`config.mk`:
```
export PLATFORM = sky130hd
export DESIGN_NAME = reg_serializer
export DESIGN_NICKNAME = d
export VERILOG_FILES = /design/src/rtl/reg_serializer_pkg.sv /design/src/rtl/reg_serializer_bit_tick_gen.sv /design/src/rtl/reg_serializer.sv
export SDC_FILE = /design/constraint.sdc
export NUM_CORES = 1
export LEC_CHECK = 0
export ABC_AREA = 1
export CAP_MARGIN = 20
export CORE_UTILIZATION = 50
export DETAILED_ROUTE_END_ITERATION = 7
export PLACE_DENSITY = 0.83
export REMOVE_ABC_BUFFERS = 1
export SLEW_MARGIN = 40
export SYNTH_ARGS = -nofsm -noshare
export SYNTH_HDL_FRONTEND = slang
export SYNTH_SLANG_ARGS = --single-unit
```
`constraint.sdc`:
```
create_clock -name CLK -period 2.9 [get_ports CLK]
set_input_delay 0.58 -clock CLK [delete_from_list [all_inputs] [get_ports CLK]]
set_output_delay 0.58 -clock CLK [all_outputs]
set_load 0.02 [all_outputs]
```
`src/rtl/reg_serializer_pkg.sv`:
```
// Shared types and helpers for the register read-out serializer.
package reg_serializer_pkg;

  typedef enum logic [1:0] {
    ST_IDLE  = 2'd0,
    ST_SHIFT = 2'd1,
    ST_DONE  = 2'd2
  } state_t;

  // Counter width for values 0..n-1, never narrower than one bit.
  function automatic int unsigned clog2_min1(input int unsigned n);
    return (n <= 1) ? 1 : $clog2(n);
  endfunction

endpackage

```
`src/rtl/reg_serializer_bit_tick_gen.sv`:
```
// Bit-period divider: strobes in the first cycle of each serial bit and ticks in its last.
module bit_tick_gen
  import reg_serializer_pkg::*;
#(
  parameter int unsigned CLK_DIV = 4
) (
  input  logic i_clk,
  input  logic i_rst_n,
  input  logic i_clr,
  input  logic i_run,
  output logic o_strobe,
  output logic o_tick
);

  localparam int unsigned         DIV_W    = clog2_min1(CLK_DIV);
  localparam logic [DIV_W-1:0]    DIV_LAST = DIV_W'(CLK_DIV - 1);

  logic [DIV_W-1:0] r_div_cnt;
  logic             w_last;

  assign w_last   = (r_div_cnt == DIV_LAST);
  assign o_strobe = i_run && (r_div_cnt == '0);
  assign o_tick   = i_run && w_last;

  // With CLK_DIV=1 the last value is zero, so the counter never leaves 0.
  always_ff @(posedge i_clk or negedge i_rst_n) begin
    if (!i_rst_n) begin
      r_div_cnt <= '0;
    end else if (i_clr) begin
      r_div_cnt <= '0;
    end else if (i_run) begin
      r_div_cnt <= w_last ? '0 : r_div_cnt + DIV_W'(1);
    end
  end

endmodule

```
`src/rtl/reg_serializer.sv`:
```
// Loads a WIDTH-bit word over valid/ready and shifts it out one bit per CLK_DIV cycles.
module reg_serializer
  import reg_serializer_pkg::*;
#(
  parameter int unsigned WIDTH     = 16,
  parameter int unsigned CLK_DIV   = 4,
  parameter bit          MSB_FIRST = 1'b1
) (
  input  logic             CLK,
  input  logic             RST_N,
  input  logic [WIDTH-1:0] data_in,
  input  logic             load_valid,
  output logic             load_ready,
  output logic             ser_out,
  output logic             ser_en,
  output logic             bit_strobe,
  output logic             done
);

  localparam int unsigned      BIT_W    = clog2_min1(WIDTH);
  localparam logic [BIT_W-1:0] BIT_LAST = BIT_W'(WIDTH - 1);

  state_t           r_state;
  state_t           w_state_nxt;
  logic [WIDTH-1:0] r_shift;
  logic [BIT_W-1:0] r_bit_cnt;
  logic             w_shifting;
  logic             w_clr;
  logic             w_load;
  logic             w_strobe;
  logic             w_tick;

  assign w_shifting = (r_state == ST_SHIFT);
  assign w_clr      = !w_shifting;
  assign w_load     = (r_state == ST_IDLE) && load_valid;

  bit_tick_gen #(
    .CLK_DIV(CLK_DIV)
  ) u_tick (
    .i_clk   (CLK),
    .i_rst_n (RST_N),
    .i_clr   (w_clr),
    .i_run   (w_shifting),
    .o_strobe(w_strobe),
    .o_tick  (w_tick)
  );

  always_ff @(posedge CLK or negedge RST_N) begin
    if (!RST_N) begin
      r_state <= ST_IDLE;
    end else begin
      r_state <= w_state_nxt;
    end
  end

  // Outputs decode from state and counters only; load_valid steers next state alone.
  always_comb begin
    w_state_nxt = r_state;
    load_ready  = 1'b0;
    ser_en      = 1'b0;
    ser_out     = 1'b0;
    bit_strobe  = 1'b0;
    done        = 1'b0;
    case (r_state)
      ST_IDLE: begin
        load_ready = 1'b1;
        if (load_valid) begin
          w_state_nxt = ST_SHIFT;
        end
      end
      ST_SHIFT: begin
        ser_en     = 1'b1;
        ser_out    = MSB_FIRST ? r_shift[WIDTH-1] : r_shift[0];
        bit_strobe = w_strobe;
        if (w_tick && (r_bit_cnt == BIT_LAST)) begin
          w_state_nxt = ST_DONE;
        end
      end
      ST_DONE: begin
        done        = 1'b1;
        w_state_nxt = ST_IDLE;
      end
      default: begin
        w_state_nxt = ST_IDLE;
      end
    endcase
  end

  always_ff @(posedge CLK or negedge RST_N) begin
    if (!RST_N) begin
      r_shift   <= '0;
      r_bit_cnt <= '0;
    end else if (w_load) begin
      r_shift   <= data_in;
      r_bit_cnt <= '0;
    end else if (w_shifting && w_tick) begin
      r_shift <= MSB_FIRST ? {r_shift[WIDTH-2:0], 1'b0} : {1'b0, r_shift[WIDTH-1:1]};
      if (r_bit_cnt != BIT_LAST) begin
        r_bit_cnt <= r_bit_cnt + BIT_W'(1);
      end
    end
  end

endmodule

```
==> results.md <==
- Met1 usage: 25.7%
- Detailed placer's ending HPWL: 1680 um
- DP Cell Count: 205
- Total power divided by cell area: approximately 340 mW/mm^2
- Final net count: 204
- Die Y: just over 50 um
- Slew @ Worst Pin: 0.329 ns
- Routed Wire Length: 2310 um
- FF/Latch Area: 601 um^2
- CP Max Fanout: 6
- Synth Cell Area: 0.00125 mm^2
- Final GP Congestion: between 0.7 and 0.8
- Commonest non-fill, non-tap cell in the layout: nand2_1
- Vias/cell: 4.96
- Post-route ant nets: 0
- Hold Vio Cnt, Final: 0
- IO Port Bufs: 23
- F_max: approximately 430 MHz
- Fin Setup TNS: 0 ns
- Sequential share of the synthesized area: 48.1%
- TritonCTS Buffers: 3
- DRC Markers: 0
- Simple-gate share of the synthesized area: roughly a third
- Layout cell share with drive strength beyond 1: 6.67%
- First-pass GRT wire length: 4000 um
- Clk sinks: 24
- Vias: between 1000 and 1500
- Crit start category: flop
- Deepest level of the CTS H-tree: 1
- YS warnings: 0
- DRT iter0 DRCs: 17
- Type of the tightest min-delay check: flop to flop
- Drt first pass iters: 4
- Clock buffer depth: 2
- Part of the cycle the worst path needs: around four fifths
- Setup slack after layout: ~0.57 ns
- Maxcap violations: 0
- P&R area growth vs syn: 20.5%
- GRT Overall Usage: 20.0%
- Initial antenna violation count: 0
- Max Slew Vio Count: 0
- Arr. time, crit path: 1.75 ns
- ANT cells: 0
- Main combinational cell family by area after synthesis: simple AND/OR/NAND/NOR gates
- Root Driver: clkbuf_4
- Row cnt: 17
- Number of synthesized register bits: 24
- Most frequent cells in the layout: 48 x nand2_1, 24 x dfrtp_1, 23 x clkdlybuf4s50_1
- Worst slew margin: 78.0%
- Post-cts sizing count: 0
- Synth Area in Compound Gates: 6.82%
- Total setup buffers inserted after CTS: 0
- Final Skew: 0.00307 ns
- Status: complete, no violations
- Fillcell total: 204
- Top Ports: 24
- Mapped Cells: 158
- Die ar.: between 0.002 and 0.003 mm^2
- Critical path class: flop to output pin
- Worst skew pair latency: about 0.30 ns
- Routed WL per cell: 11.1 um
- Portion of netlist area occupied by mux cells: 0%
- Hold Buf Count CTS: 0
- Peak VDD IR: 214 uV
- Post-Synth XOR/XNOR Area: 0.702%
- Global route overflow: 0
- Die width: 52.0 um
- Final setup violating endpoints: 0
- Finished Layout Cells: 208
- RSZ-0062 raised after global routing: no
- Met3 usage: 2.92%
- Vias in the first global route: 948
- Crit end category: output pin
- Min cycle time layout: 2.33 ns
- Unique masters post-synth: 22
- CTS tree: yes
- Initial Util: 54.8%
- Post-Synth Adder-Cell Area: 3.01%
- Grt peak-use layer: met2
- Pre-CTS setup slack: 0.908 ns
- Multi-input combinational cell area: 523 um^2
- Largest net degree at the start of global routing: 32
- Core area: 0.00228 mm^2
- CTS clock-pin slew for the worst setup and hold paths: around 0.12 ns
- Syn avg cell area: just under 8 um^2
- CP required: 2.32 ns
- P_leak: 0.751 nW
- Met2 GRT Util: between 30 and 40%
[layer usage]
layer  vias up  routed length (um)
met5         -                   0
met4         0                   0
met3         0                 115
met2        34                1150
met1       464                1040
li1        533                   -
[Yosys cell counts]
cell type  instances  area share, %
ha_1               3            3.0
nand3_1            7            2.8
dfrtp_1           24             48
inv_1             19            5.7
nand2_1           48             14
or2_0              1           0.50
nand3_4            1            1.4
xor2_1             1           0.70
buf_6              2            1.8
nor2_2             1           0.50
nand4_1            2            1.0
a21oi_1            3            1.2
clkinv_4           1           0.70
nor2_1            21            6.3
o21ai_0            2           0.80
buf_2              2           0.80
o21ai_1           12            4.8
inv_2              1           0.30
nand2_4            2            1.8
buf_4              1           0.60
nor3_1             2           0.80
nor2_4             2            1.8
[registers in the layout, summed over array words and instances (netlist names)]
signal            flops
r_bit_cnt             4
r_shift              16
r_state               2
u_tick.r_div_cnt      2
[critical path: stages (launching register included)]
cell             delay (ns)
dfrtp_1                0.42
inv_1                  0.13
nand2_1                0.16
nor2_1                 0.13
clkdlybuf4s50_1        0.61
[metrics by stage]
step                cell area [um^2]  total power, mW  hold WS [ns]  utilization [%]
detailed placement              1480            0.374         0.474             65.0
CTS                             1500            0.514         0.490             66.0
floorplan                       1210            0.341         0.284                -
global route                    1500            0.531         0.522             66.0
global placement                1480            0.373         0.452             65.0
finish                          1500            0.509         0.502             66.0
[power breakdown]
| part | switching [mW] | internal (mW) | leakage (nW) | total (mW) |
|---|---|---|---|---|
| Combinational | 0.0103 | 0.0219 | 0.443 | 0.0322 |
| Sequential | 0 | 0.335 | 0.295 | 0.335 |
| Clock | 0.0942 | 0.0484 | 0.0138 | 0.143 |
[path summary, 6_finish.rpt]
kind	startpoint	slack (ns)	to	depth (start not counted)
min in group asynchronous	RST_N	0.61	r_state[0]$_DFFE_PN0P_	2
max	r_state[1]$_DFFE_PN0P_	0.57	ser_out	4
max reg2reg	r_state[0]$_DFFE_PN0P_	1.43	r_shift[15]$_DFFE_PN0P_	6
max in group asynchronous	RST_N	2.05	r_shift[11]$_DFFE_PN0P_	2
min	u_tick.r_div_cnt[0]$_DFF_PN0_	0.50	u_tick.r_div_cnt[0]$_DFF_PN0_	1
min reg2reg	u_tick.r_div_cnt[0]$_DFF_PN0_	0.50	u_tick.r_div_cnt[0]$_DFF_PN0_	1
[area by class of cell]
class	count	area share, %
clock buffers	3	1.50
inverters	21	5.58
multi-input cells	108	34.8
flip-flops and latches	24	40.0
well taps	28	2.33
repair buffers	24	15.8
[kinds of logic after synthesis]
logic type               count (synthesis)
AND/OR/NAND/NOR                         87
buffers and inverters                   26
flip-flops                              24
AO/OA/AOI/OAI                           17
adder cells (fa/ha/maj)                  3
XOR/XNOR                                 1
Power figures use the tool's default switching activity.
